**config.mk**
```make
export PLATFORM = sky130hd
export DESIGN_NAME = sram_arbiter2
export DESIGN_NICKNAME = d
export VERILOG_FILES = /design/src/rtl/sram_arbiter_pkg.sv /design/src/rtl/sram_arb_rsp_slot.sv /design/src/rtl/sram_arbiter2.sv
export SDC_FILE = /design/constraint.sdc
export NUM_CORES = 1
export LEC_CHECK = 0
export BUFFER_PORTS_ARGS = -buffer_cell sky130_fd_sc_hd__buf_4
export CORE_AREA = 10 10 176 178
export CTS_BUF_LIST = sky130_fd_sc_hd__clkbuf_8
export CTS_CLUSTER_DIAMETER = 50
export DETAILED_ROUTE_END_ITERATION = 8
export DIE_AREA = 0 0 186 188
export HOLD_SLACK_MARGIN = 0.02
export PLACE_DENSITY = 0.71
export SYNTH_ARGS = -nofsm -noshare
export SYNTH_HDL_FRONTEND = slang
export SYNTH_SLANG_ARGS = --single-unit
```
**constraint.sdc**
```tcl
create_clock -name i_clk -period 5.55 [get_ports i_clk]
set_input_delay 0.8325 -clock i_clk [delete_from_list [all_inputs] [get_ports i_clk]]
set_output_delay 0.8325 -clock i_clk [all_outputs]
set_load 0.02 [all_outputs]
```
**src/rtl/sram_arbiter_pkg.sv**
```systemverilog
// Shared types for the two-port SRAM arbiter: response slot states and port count.
package sram_arbiter_pkg;

    typedef enum logic [1:0] {
        SLOT_IDLE  = 2'd0,
        SLOT_FRESH = 2'd1,
        SLOT_HELD  = 2'd2
    } sram_slot_state_t;

    localparam integer SRAM_ARB_PORTS = 2;

endpackage

```
**src/rtl/sram_arb_rsp_slot.sv**
```systemverilog
// One-deep response slot per port: forwards SRAM rdata the cycle after access,
// or captures it when the response consumer stalls so the data is never lost.
module sram_arb_rsp_slot
    import sram_arbiter_pkg::*;
#(
    parameter int dbits = 64
) (
    input  logic             clk,
    input  logic             rst,
    input  logic             grant,
    input  logic             grant_we,
    input  logic             resp_ready,
    input  logic [dbits-1:0] sram_rdata,
    output logic             resp_valid,
    output logic             blocked,
    output logic [dbits-1:0] resp_rdata
);

    sram_slot_state_t state_reg;
    logic             we_reg;
    logic [dbits-1:0] hold_reg;

    always_ff @(posedge clk or posedge rst) begin
        if (rst) begin
            state_reg <= SLOT_IDLE;
            we_reg    <= 1'b0;
            hold_reg  <= '0;
        end else if (grant) begin
            // A grant is only possible when the previous response leaves this cycle.
            state_reg <= SLOT_FRESH;
            we_reg    <= grant_we;
        end else begin
            case (state_reg)
                SLOT_FRESH: begin
                    if (resp_ready) begin
                        state_reg <= SLOT_IDLE;
                    end else begin
                        state_reg <= SLOT_HELD;
                        hold_reg  <= we_reg ? '0 : sram_rdata;
                    end
                end
                SLOT_HELD: begin
                    if (resp_ready) begin
                        state_reg <= SLOT_IDLE;
                    end
                end
                default: state_reg <= SLOT_IDLE;
            endcase
        end
    end

    assign resp_valid = (state_reg != SLOT_IDLE);
    assign blocked    = resp_valid & ~resp_ready;

    always_comb begin
        resp_rdata = '0;
        case (state_reg)
            SLOT_FRESH: resp_rdata = we_reg ? '0 : sram_rdata;
            SLOT_HELD:  resp_rdata = hold_reg;
            default:    resp_rdata = '0;
        endcase
    end

endmodule

```
**src/rtl/sram_arbiter2.sv**
```systemverilog
// Round-robin arbiter sharing one single-port byte-strobed SRAM between two
// requesters; one access per cycle, one in-order response per accepted request.
module sram_arbiter2
    import sram_arbiter_pkg::*;
#(
    parameter  int abits       = 16,
    parameter  int log2_dbytes = 3,
    localparam int dbytes      = 1 << log2_dbytes,
    localparam int dbits       = 8 * dbytes
) (
    input  logic              i_clk,
    input  logic              i_rst,
    input  logic              i_req0_valid,
    output logic              o_req0_ready,
    input  logic [abits-1:0]  i_req0_addr,
    input  logic              i_req0_we,
    input  logic [dbytes-1:0] i_req0_wstrb,
    input  logic [dbits-1:0]  i_req0_wdata,
    output logic              o_resp0_valid,
    input  logic              i_resp0_ready,
    output logic [dbits-1:0]  o_resp0_rdata,
    input  logic              i_req1_valid,
    output logic              o_req1_ready,
    input  logic [abits-1:0]  i_req1_addr,
    input  logic              i_req1_we,
    input  logic [dbytes-1:0] i_req1_wstrb,
    input  logic [dbits-1:0]  i_req1_wdata,
    output logic              o_resp1_valid,
    input  logic              i_resp1_ready,
    output logic [dbits-1:0]  o_resp1_rdata,
    output logic [abits-1:0]  o_sram_addr,
    output logic              o_sram_we,
    output logic [dbytes-1:0] o_sram_wstrb,
    output logic [dbits-1:0]  o_sram_wdata,
    input  logic [dbits-1:0]  i_sram_rdata
);

    logic [SRAM_ARB_PORTS-1:0] req_valid, req_we, resp_ready, resp_valid;
    logic [SRAM_ARB_PORTS-1:0] blocked, elig, grant;
    logic [abits-1:0]          req_addr   [SRAM_ARB_PORTS];
    logic [dbytes-1:0]         req_wstrb  [SRAM_ARB_PORTS];
    logic [dbits-1:0]          req_wdata  [SRAM_ARB_PORTS];
    logic [dbits-1:0]          resp_rdata [SRAM_ARB_PORTS];
    logic                      rr_pri_reg;

    assign req_valid    = {i_req1_valid, i_req0_valid};
    assign req_we       = {i_req1_we, i_req0_we};
    assign resp_ready   = {i_resp1_ready, i_resp0_ready};
    assign req_addr[0]  = i_req0_addr;
    assign req_addr[1]  = i_req1_addr;
    assign req_wstrb[0] = i_req0_wstrb;
    assign req_wstrb[1] = i_req1_wstrb;
    assign req_wdata[0] = i_req0_wdata;
    assign req_wdata[1] = i_req1_wdata;

    generate
        for (genvar gi = 0; gi < SRAM_ARB_PORTS; gi++) begin : g_port
            assign elig[gi] = req_valid[gi] & ~blocked[gi];

            sram_arb_rsp_slot #(.dbits(dbits)) u_slot (
                .clk        (i_clk),
                .rst        (i_rst),
                .grant      (grant[gi]),
                .grant_we   (req_we[gi]),
                .resp_ready (resp_ready[gi]),
                .sram_rdata (i_sram_rdata),
                .resp_valid (resp_valid[gi]),
                .blocked    (blocked[gi]),
                .resp_rdata (resp_rdata[gi])
            );
        end
    endgenerate

    // rr_pri_reg names the port that wins when both are eligible.
    always_comb begin
        grant = '0;
        if (!i_rst) begin
            if (elig[0] && (!elig[1] || !rr_pri_reg)) begin
                grant[0] = 1'b1;
            end else if (elig[1]) begin
                grant[1] = 1'b1;
            end
        end
    end

    always_ff @(posedge i_clk or posedge i_rst) begin
        if (i_rst) begin
            rr_pri_reg <= 1'b0;
        end else if (grant[0]) begin
            rr_pri_reg <= 1'b1;
        end else if (grant[1]) begin
            rr_pri_reg <= 1'b0;
        end
    end

    always_comb begin
        o_sram_addr  = '0;
        o_sram_we    = 1'b0;
        o_sram_wstrb = '0;
        o_sram_wdata = '0;
        for (int p = 0; p < SRAM_ARB_PORTS; p++) begin
            if (grant[p]) begin
                o_sram_addr  = req_addr[p];
                o_sram_we    = req_we[p];
                o_sram_wstrb = req_wstrb[p];
                o_sram_wdata = req_wdata[p];
            end
        end
    end

    assign o_req0_ready  = grant[0];
    assign o_req1_ready  = grant[1];
    assign o_resp0_valid = resp_valid[0];
    assign o_resp1_valid = resp_valid[1];
    assign o_resp0_rdata = resp_rdata[0];
    assign o_resp1_rdata = resp_rdata[1];

endmodule
```
==> impl_results.md <==
* Status: completed
* Initial DRC count at approximately 600
* Worst-Skew Late Latency at roughly 0.45 ns
* Post-CTS setup-driven buffer insertion count at 0
* First-pass GRT wire length at roughly 60 mm
* Routed Antenna Nets at 0
* Post-synthesis register bit count at ~140
* Initial antenna violation count at 9
* CTS Buffer Depth at 2
* Clock sinks at 135
* Post-synth ARST share at 1.00
* Cell leakage power at roughly 5.8 nW
* Final hold slack at 0.483 ns
* Core Region at 27500 µm²
* Normalized max-slew margin at 0.201
* Area growth syn-to-layout at 48.3%
* CP max stage cell: nor2b_4
* Hold Crit Class: reg2reg
* Synthesized cell area at ~8400 µm²
* Post-Syn Nets at 1142
* Fmax at between 0.2 and 0.25 GHz
* Vias in the first global route at ~9000
* Min Tclk post-route at between 4 and 5 ns
* Final HPWL DP at ~31 mm
* DR vias/cell at around 5.3
* Hold_buf cts at 0
* Final setup violation count at 0
* Worst VDD drop at between 0.00015 and 0.0002 V
* RSZ-0062 raised after global routing: no
* CP max FO at 41
* Port bufs at ~470
* Worst Path Arrival at 3.17 ns
* Die Span X at ~190 µm
* CTS Buf Count at 17
* Max stage delay on crit path at between 1 and 1.5 ns
* Post-Synthesis Cells at approximately 890
* Most used cell along the critical path: buf_4
* Total track usage at 0.227
* Max reg flops at about 130
* Final hold vios at 0
* Critical Path RT at about 4.7 ns
* Die Area at roughly 35000 µm²
* TNS Setup at 0 ns
* CP startpoint kind: flop
* CTS root buffer: clkbuf_8
* Max Clock Skew at 0.0119 ns
* Worst slew pin tran at ~1.2 ns
* Synth area leader: dfrtp_1
* Final period utilization at 0.722
* CTS tree: done
* Via Count at just under 9000
* Top area cells in the synthesized netlist: dfrtp_1 40%, a22o_1 14%, a22oi_1 11%
* Drt first pass iters at 5
* Post-synth EDFFs at 0
* GR Overflow Total at 0
* Number of H-tree levels at 4
* Starting Density at 0.307
* Critical path cell sequence: nor2b_4, buf_4, a22oi_1, nor2b_1, buf_4
* Nature of the critical path endpoint: output port
* Cell Rows at 61
* Top FF cell, synth: dfrtp_1
* Fill count at around 2700
* Die height at roughly 190 µm
* Post-route DRC violation count at 0
* Max Cap Viol at 0
* Worst setup path class: reg2out
* Pwr/cell area at approximately 290 nW/µm²
* Final Slew Violations at 0
* Syn Area/Cell at 9.49 µm²
* Routed wire length at between 40 and 50 mm
* Leading cell types in the layout, fill and taps excluded: 480 x buf_4, 146 x nor2b_1, 135 x a22o_1, 134 x dfrtp_1, 128 x a22oi_1
* # IOs at roughly 470
* Distinct cell type count after synthesis at 33
* Clock Pin Slew Worst Setup and Hold Paths at approximately 0.080 ns
* Placer Congestion at 0.927
* Yosys warnings at 0
* Largest net degree at the start of global routing at 94
* Post-synthesis sequential area ratio at 0.401
* Share of the synthesized area in the top cell type at 0.401
* Number of gates resized after cts at 0
* Ratio of cells with drive above 1 in the final layout at 0.419
* Final nets at 1544
* Wire per inst at between 20 and 30 µm
* Most common cell after layout, fill and taps aside: buf_4
Yosys cell counts (4+ instances only):
cell,count
nand2b_1,64
inv_1,7
buf_6,6
a22oi_1,128
buf_2,38
nand2_1,65
o21ai_0,57
ha_1,6
nor2b_1,148
a22o_1,135
buf_1,14
mux2_2,6
clkbuf_1,34
dfrtp_1,135
clkbuf_2,4
mux2_4,14
o21ai_1,7
final timing paths:
kind,startpoint,to,slack [ns],cells past startpoint
worst max register to register,g_port[1].u_slot.we_reg,g_port[1].u_slot.hold_reg[33],2.22,3
worst min register to register,g_port[0].u_slot.hold_reg[40],g_port[0].u_slot.hold_reg[40],0.48,2
min in group asynchronous,i_rst,g_port[0].u_slot.hold_reg[10],0.51,2
max in group asynchronous,i_rst,g_port[0].u_slot.hold_reg[0],3.69,3
worst min-delay path,g_port[0].u_slot.hold_reg[40],g_port[0].u_slot.hold_reg[40],0.48,2
worst max-delay path,g_port[1].u_slot.we_reg,o_resp1_rdata[22],1.54,5
cell families after synthesis:
kind of cell | count (synthesis) | share of synthesized area
AO/OA/AOI/OAI | 336 | 0.305
AND/OR/NAND/NOR | 284 | 0.191
flip-flops | 135 | 0.401
buffers and inverters | 105 | 0.0588
multiplexers | 22 | 0.0353
adder cells (fa/ha/maj) | 6 | 0.00890
metrics by stage:
stage	instance area (µm²)	power, mW	cells	util	setup slack [ns]
finish	12500	3.64	1650	0.455	1.54
global route	12500	3.85	1649	0.455	1.36
CTS	12500	3.67	1647	0.455	1.52
detailed placement	12000	2.72	1617	0.438	1.63
global placement	12000	2.67	1617	0.438	1.67
floorplan	8430	2.20	888	-	1.14
final cells by class:
class	count	area, µm²	share of cell area
Antenna cell	3	7.51	0.000600
Clock buffer	18	248	0.0198
Clock inverter	12	203	0.0162
Inverter	8	35.0	0.00280
Multi-Input combinational cell	648	4600	0.368
Sequential cell	135	3380	0.270
Tap cell	346	433	0.0346
Timing Repair Buffer	480	3600	0.288
where the power goes:
part           switching [mW]  total (mW)  internal (mW)  leakage [nW]
clock network           0.404       0.946          0.542         0.213
registers               0.190        1.48           1.29          1.76
logic                   0.607        1.21          0.604          3.83
routing by layer:
layer  global-route usage  share of wire
met1                0.239           0.35
met2                0.399           0.52
met3               0.0889          0.095
met4               0.0853          0.029
met5                    0         0.0023
critical path, delay by kind of cell (launching register included):
kind	cells	cell delay, ns
simple gates	2	1.29
compound gates	1	0.10
flops	1	0.74
buf+inv	2	0.55
(Power assumes the default switching activity.)
